## config.mk

```make
export PLATFORM = sky130hd
export DESIGN_NAME = mc_controller
export DESIGN_NICKNAME = d
export VERILOG_FILES = /design/src/rtl/mc_controller.sv
export SDC_FILE = /design/constraint.sdc
export NUM_CORES = 1
export LEC_CHECK = 0
export ABC_AREA = 1
export ABC_CLOCK_PERIOD_IN_PS = 2900
export CAP_MARGIN = 20
export CORE_MARGIN = 1.5
export CORE_UTILIZATION = 40
export CTS_CLUSTER_SIZE = 12
export DETAILED_ROUTE_END_ITERATION = 10
export PLACE_DENSITY = 0.66
export SYNTH_ARGS = -nofsm -noshare
export SYNTH_HDL_FRONTEND = slang
export SYNTH_SLANG_ARGS = --single-unit
```

## constraint.sdc

```tcl
create_clock -name clk_i -period 2.9 [get_ports clk_i]
set_input_delay 0.29 -clock clk_i [delete_from_list [all_inputs] [get_ports clk_i]]
set_output_delay 0.29 -clock clk_i [all_outputs]
set_load 0.01 [all_outputs]
```

## src/rtl/mc_controller.sv

```systemverilog
// mc_controller: multicycle MIPS control FSM driving datapath selects/enables from op, zero and mem_ready.
// Latency: lw 5, sw/R-type/addi/slti 4, beq/bne/j/jal 3 cycles with mem_ready high; +1 per not-ready cycle.
// Backpressure: FETCH/MEMRD/MEMWR hold until mem_ready; MEM_TIMEOUT consecutive stalls trap (0 disables).
// Optional feature: define MC_ILLEGAL_TRAP_EN to trap on unknown opcodes (default build retires them as NOPs).
module mc_controller #(
    parameter int unsigned MEM_TIMEOUT = 16,
    parameter int unsigned RET_CNT_W   = 16
) (
    input  logic                 clk_i,
    input  logic                 rst_n_i,
    input  logic [5:0]           op_i,
    input  logic                 zero_i,
    input  logic                 mem_ready_i,
    output logic                 pc_write_o,
    output logic                 iord_o,
    output logic                 mem_read_o,
    output logic                 mem_write_o,
    output logic                 ir_write_o,
    output logic                 reg_write_o,
    output logic                 alu_src_a_o,
    output logic [1:0]           alu_src_b_o,
    output logic [1:0]           alu_op_o,
    output logic [1:0]           pc_src_o,
    output logic [1:0]           mem_to_reg_o,
    output logic [1:0]           reg_dst_o,
    output logic [3:0]           state_o,
    output logic                 instr_done_o,
    output logic                 trap_o,
    output logic [RET_CNT_W-1:0] ret_cnt_o
);

    typedef enum logic [3:0] {
        S_FETCH  = 4'd0,
        S_DECODE = 4'd1,
        S_MEMADR = 4'd2,
        S_MEMRD  = 4'd3,
        S_MEMWB  = 4'd4,
        S_MEMWR  = 4'd5,
        S_RTEX   = 4'd6,
        S_RTWB   = 4'd7,
        S_BEQ    = 4'd8,
        S_BNE    = 4'd9,
        S_ADDIEX = 4'd10,
        S_IWB    = 4'd11,
        S_JUMP   = 4'd12,
        S_JAL    = 4'd13,
        S_SLTIEX = 4'd14,
        S_TRAP   = 4'd15
    } state_e;

    localparam logic [5:0] OP_RTYPE = 6'b000000;
    localparam logic [5:0] OP_LW    = 6'b100011;
    localparam logic [5:0] OP_SW    = 6'b101011;
    localparam logic [5:0] OP_ADDI  = 6'b001000;
    localparam logic [5:0] OP_SLTI  = 6'b001010;
    localparam logic [5:0] OP_BEQ   = 6'b000100;
    localparam logic [5:0] OP_BNE   = 6'b000101;
    localparam logic [5:0] OP_J     = 6'b000010;
    localparam logic [5:0] OP_JAL   = 6'b000011;

    // The wait counter only needs to reach MEM_TIMEOUT-1: the Nth stall cycle
    // itself is detected combinationally and redirects the next state.
    localparam int unsigned WAIT_W = (MEM_TIMEOUT < 2) ? 1 : $clog2(MEM_TIMEOUT);
    localparam logic [WAIT_W-1:0] WAIT_LAST = WAIT_W'(MEM_TIMEOUT - 1);
    localparam bit TIMEOUT_EN = (MEM_TIMEOUT != 0);

    state_e                 state_q, state_d;
    logic [5:0]             op_q, op_d;
    logic [WAIT_W-1:0]      wait_q, wait_d;
    logic [RET_CNT_W-1:0]   ret_cnt_q, ret_cnt_d;

    logic                   in_mem_state;
    logic                   mem_stall;
    logic                   timeout_hit;
    logic                   op_known;
    logic                   retire;

    // Classify the current cycle: memory-wait state, stalled, and whether the stall budget is spent.
    always_comb begin
        in_mem_state = (state_q == S_FETCH) || (state_q == S_MEMRD) || (state_q == S_MEMWR);
        mem_stall    = in_mem_state && !mem_ready_i;
        timeout_hit  = TIMEOUT_EN && mem_stall && (wait_q == WAIT_LAST);
    end

    // Recognise the opcodes this controller knows how to sequence.
    always_comb begin
        op_known = 1'b0;
        case (op_i)
            OP_RTYPE, OP_LW, OP_SW, OP_ADDI, OP_SLTI,
            OP_BEQ, OP_BNE, OP_J, OP_JAL: op_known = 1'b1;
            default:                      op_known = 1'b0;
        endcase
    end

    // State, latched opcode, wait counter and retire counter registers.
    always_ff @(posedge clk_i or negedge rst_n_i) begin
        if (!rst_n_i) begin
            state_q   <= S_FETCH;
            op_q      <= 6'd0;
            wait_q    <= '0;
            ret_cnt_q <= '0;
        end else begin
            state_q   <= state_d;
            op_q      <= op_d;
            wait_q    <= wait_d;
            ret_cnt_q <= ret_cnt_d;
        end
    end

    // Next-state sequencing; a spent stall budget overrides the normal transition.
    always_comb begin
        state_d = state_q;
        op_d    = op_q;
        case (state_q)
            S_FETCH: begin
                if (mem_ready_i) state_d = S_DECODE;
            end
            S_DECODE: begin
                // op is only valid here; MEMADR needs it one cycle later to pick lw vs sw.
                op_d = op_i;
                case (op_i)
                    OP_RTYPE:      state_d = S_RTEX;
                    OP_LW, OP_SW:  state_d = S_MEMADR;
                    OP_ADDI:       state_d = S_ADDIEX;
                    OP_SLTI:       state_d = S_SLTIEX;
                    OP_BEQ:        state_d = S_BEQ;
                    OP_BNE:        state_d = S_BNE;
                    OP_J:          state_d = S_JUMP;
                    OP_JAL:        state_d = S_JAL;
`ifdef MC_ILLEGAL_TRAP_EN
                    default:       state_d = S_TRAP;
`else
                    default:       state_d = S_FETCH;
`endif
                endcase
            end
            S_MEMADR: begin
                state_d = (op_q == OP_SW) ? S_MEMWR : S_MEMRD;
            end
            S_MEMRD: begin
                if (mem_ready_i) state_d = S_MEMWB;
            end
            S_MEMWR: begin
                if (mem_ready_i) state_d = S_FETCH;
            end
            S_RTEX:   state_d = S_RTWB;
            S_ADDIEX: state_d = S_IWB;
            S_SLTIEX: state_d = S_IWB;
            S_MEMWB, S_RTWB, S_IWB,
            S_BEQ, S_BNE, S_JUMP, S_JAL: state_d = S_FETCH;
            S_TRAP:   state_d = S_TRAP;
            default:  state_d = S_FETCH;
        endcase
        if (timeout_hit) state_d = S_TRAP;
    end

    // Consecutive-stall counter: restarts on any state change or completed access.
    always_comb begin
        if (!TIMEOUT_EN || !mem_stall || (state_d != state_q)) begin
            wait_d = '0;
        end else begin
            wait_d = wait_q + WAIT_W'(1);
        end
    end

    // Retired-instruction counter, wrapping naturally at 2^RET_CNT_W.
    always_comb begin
        ret_cnt_d = ret_cnt_q;
        if (retire) ret_cnt_d = ret_cnt_q + RET_CNT_W'(1);
    end

    // Moore outputs per state; pc_write/ir_write/instr_done add their zero/mem_ready qualifiers.
    always_comb begin
        pc_write_o   = 1'b0;
        iord_o       = 1'b0;
        mem_read_o   = 1'b0;
        mem_write_o  = 1'b0;
        ir_write_o   = 1'b0;
        reg_write_o  = 1'b0;
        alu_src_a_o  = 1'b0;
        alu_src_b_o  = 2'b00;
        alu_op_o     = 2'b00;
        pc_src_o     = 2'b00;
        mem_to_reg_o = 2'b00;
        reg_dst_o    = 2'b00;
        retire       = 1'b0;
        case (state_q)
            S_FETCH: begin
                mem_read_o  = 1'b1;
                alu_src_b_o = 2'b01;
                ir_write_o  = mem_ready_i;
                pc_write_o  = mem_ready_i;
            end
            S_DECODE: begin
                alu_src_b_o = 2'b11;
`ifndef MC_ILLEGAL_TRAP_EN
                // Unknown opcodes retire here as a no-op.
                retire      = !op_known;
`endif
            end
            S_MEMADR: begin
                alu_src_a_o = 1'b1;
                alu_src_b_o = 2'b10;
            end
            S_MEMRD: begin
                mem_read_o = 1'b1;
                iord_o     = 1'b1;
            end
            S_MEMWB: begin
                reg_write_o  = 1'b1;
                mem_to_reg_o = 2'b01;
                retire       = 1'b1;
            end
            S_MEMWR: begin
                mem_write_o = 1'b1;
                iord_o      = 1'b1;
                retire      = mem_ready_i;
            end
            S_RTEX: begin
                alu_src_a_o = 1'b1;
                alu_op_o    = 2'b10;
            end
            S_RTWB: begin
                reg_write_o = 1'b1;
                reg_dst_o   = 2'b01;
                retire      = 1'b1;
            end
            S_ADDIEX: begin
                alu_src_a_o = 1'b1;
                alu_src_b_o = 2'b10;
                alu_op_o    = 2'b00;
            end
            S_SLTIEX: begin
                alu_src_a_o = 1'b1;
                alu_src_b_o = 2'b10;
                alu_op_o    = 2'b11;
            end
            S_IWB: begin
                reg_write_o = 1'b1;
                retire      = 1'b1;
            end
            S_BEQ: begin
                alu_src_a_o = 1'b1;
                alu_op_o    = 2'b01;
                pc_src_o    = 2'b01;
                pc_write_o  = zero_i;
                retire      = 1'b1;
            end
            S_BNE: begin
                alu_src_a_o = 1'b1;
                alu_op_o    = 2'b01;
                pc_src_o    = 2'b01;
                pc_write_o  = !zero_i;
                retire      = 1'b1;
            end
            S_JUMP: begin
                pc_write_o = 1'b1;
                pc_src_o   = 2'b10;
                retire     = 1'b1;
            end
            S_JAL: begin
                // Link write sees the old PC: the register file and PC load on the same edge.
                pc_write_o   = 1'b1;
                pc_src_o     = 2'b10;
                reg_write_o  = 1'b1;
                reg_dst_o    = 2'b10;
                mem_to_reg_o = 2'b10;
                retire       = 1'b1;
            end
            default: ;
        endcase
    end

    assign instr_done_o = retire;
    assign trap_o       = (state_q == S_TRAP);
    assign state_o      = state_q;
    assign ret_cnt_o    = ret_cnt_q;

endmodule

```

==> results.md <==
- Comb pwr share: slightly below 9%
- GR Layer Usage met3: 4.144%
- VDD IR max: approximately 280 uV
- DR vias/cell: 4.770
- Worst Skew: 3.182 ps
- Clock H-tree levels: 2
- First-pass GRT wire length: 7714 um
- Worst reg2reg path depth: 9
- #FFs+latches synth: 30
- Internal power: between 600 and 700 uW
- Fin crit period: 2450 ps
- Clock power share: 41.1%
- Switching Fraction: 24.71%
- Post-synth top area share: 38.10%
- Final worst slack: 450.0 ps
- Pre-CTS WS: approximately 690 ps
- Syn Inst Count: 272
- Final nets: roughly 340
- Arr. time, crit path: 2160 ps
- Core area: 0.004723 mm2
- Std-Cell Rows: 25
- Final slew viol count: 0
- Synth warn: 0
- Worst path required time: 2610 ps
- Post-Syn Area: 0.001971 mm2
- Post-DP HPWL: 3471 um
- RSZ-0062 raised after global routing: false
- TNS Setup: 0 ps
- Max Clock Freq: roughly 410 MHz
- Drt total wl: 4460 um
- Register area share after synthesis: 38.10%
- Congestion Overflow GR: 0
- Chip width: 73.19 um
- Clk pin slew, worst setup/hold paths: 70 ps
- Ratio of cells with drive above 1 in the final layout: between 10% and 20%
- Filler cells: about 450
- Root Driver: clkbuf_8
- Routed via count: 1870
- Worst setup EP type: output pin
- Syn Nets: 284
- Total CTS buffers: 5
- CTS resizes: 0
- Top cell type by total area after synthesis: dfrtp_1
- CP max stage cell: clkdlybuf4s50_1
- Largest cells by area after synthesis: dfrtp_1 38%, nand2_1 13%, nor2_1 7.0%
- Max-cap check violation count: 0
- Overall power: 867.2 uW
- Fin util: 54.75%
- Largest net degree at the start of global routing: 31
- Total die area: 0.005357 mm2
- Met1 Track Usage GR: around a quarter
- IO Pins: between 40 and 50
- CTS sink cnt: 30
- Startpoint Class: register
- ANT cells: 0
- Routed WL per cell: 11.38 um
- Vias in the first global route: 1726
- Final Wtd Congestion: slightly below 0.9
- Final Hold Vio Count: 0
- Worst-margin pin slew: 409.9 ps
- Post-CTS Setup Inserts: 0
- Skew-Pair Late Insertion Delay: 280 ps
- HP Class: in -> async
- Critical-path cell list: nor2_2 -> nand2_1 -> clkinv_1 -> nand3_1 -> nand2_4 -> clkdlybuf4s50_1
- Ys async rst share: 100.0%
- EDFF count, synth: 0
- Initial drt markers: approximately 110
- Initial DRT Pass Iterations: 4
- Flop pwr share: 50.1%
- Largest stage delay, worst path: 520 ps
- Yosys cell types: 32
- Kind of critical path: reg -> out
- GRT met2 Usage: 28.79%
- Port bufs: 48
- Net Sw Power: 214.3 uW
- Initial antenna violation count: 0
- Power per Cell Area: 335.3 mW/mm2
- Fin crit share: 84.48%
- Setup-failing EPs final: 0
- Syn-to-layout area delta: 31.24%
- GRT busiest layer: met2
- Slew HR: 72.46%
- CTS tree: yes
- Worst-path fanout max: 11
- All-layer global routing usage: 18.59%
- Die Span Y: 73.19 um
- Initial Util: 41.72%
- Count leader, synth: nand2_1
- Syn avg cell area: 7.245 um2
- Number of buffers on the longest clock path: 2
- Top_reg_cell synth: dfrtp_1
- DRC viols: 0
- Antenna Nets Post-Route: 0
- Hold buffer count at CTS: 0
- Lkg Pwr: around 1.2 nW
- Synth top cells by count: 70 x nand2_1, 37 x nor2_1, 33 x inv_1
- Status: finished clean
-- critical path: cells and delay by family (launching register included) --
kind / cells / cell delay, ps
buffers and inverters: 2 / 700
flip-flops: 1 / 450
AND/OR/NAND/NOR: 4 / 710
-- layer usage --
layer	share of wire, %	wire, um
met5	0	0
met4	2.4	106
met3	4.4	195
met2	46	2068
met1	47	2090
-- registers in the layout, summed over array words and instances, names as in the netlist --
name,flops
ret_cnt_o,16
op_q,6
wait_q,4
state_o,4
-- placed cells by master (no fill, tap or decap), types with 6 or more instances in the layout --
cell type        synthesis  routed
nand2_1                 70      70
clkdlybuf4s50_1          0      48
nor2_2                   6       6
nor2_1                  37      37
inv_1                   33      33
nor3_1                   9       9
xor2_1                  11      11
clkbuf_8                 0       6
nand3_1                 17      17
o21ai_2                 11      11
o21ai_0                 10      10
nand2_2                  6       6
dfrtp_1                 30      30
-- power groups by stage --
stage,sequential [mW],clock [mW],combinational [mW]
finish,0.435,0.356,0.0762
global route,0.435,0.378,0.0857
CTS,0.435,0.367,0.0774
detailed placement,0.442,0,0.0769
global placement,0.443,0,0.0761
floorplan,0.444,0,0.0291
-- area by class of cell --
type,count,area (um2),area share (%)
clock buffer,6,82.58,3.193
timing repair buffer,50,495.5,19.16
multi-input combinational,199,1018,39.38
inverter,38,142.6,5.515
sequential,30,750.7,29.03
clock inverter,2,12.51,0.4838
tap,67,83.83,3.241
-- final timing paths --
| kind | start | endpoint | slack [ps] |
|---|---|---|---|
| setup reg to reg | state_o[3] | ret_cnt_o[5] | 860 |
| max in group asynchronous | rst_n_i | wait_q[1] | 2230 |
| hold / removal | rst_n_i | op_q[5] | 390 |
| min in group clk_i | wait_q[0] | wait_q[0] | 460 |
| setup / recovery | state_o[3] | instr_done_o | 450 |
| hold reg to reg | wait_q[0] | wait_q[0] | 460 |
-- cells by family after synthesis --
logic type	share of synthesized area (%)
XOR/XNOR	5.778
adder cells (fa/ha/maj)	1.270
flip-flops	38.10
AO/OA/AOI/OAI	10.22
AND/OR/NAND/NOR	34.41
buffers and inverters	10.22
-- through the flow --
stage | std cells | instance area (um2) | hold slack [ps]
after floorplan | 272 | 1971 | -5.591
after detailed placement | 384 | 2491 | 462.9
after global routing | 392 | 2586 | 427.8
after global placement | 384 | 2491 | 458.8
final | 392 | 2586 | 389.4
after CTS | 392 | 2586 | 409.4
Power figures use the tool's default switching activity.
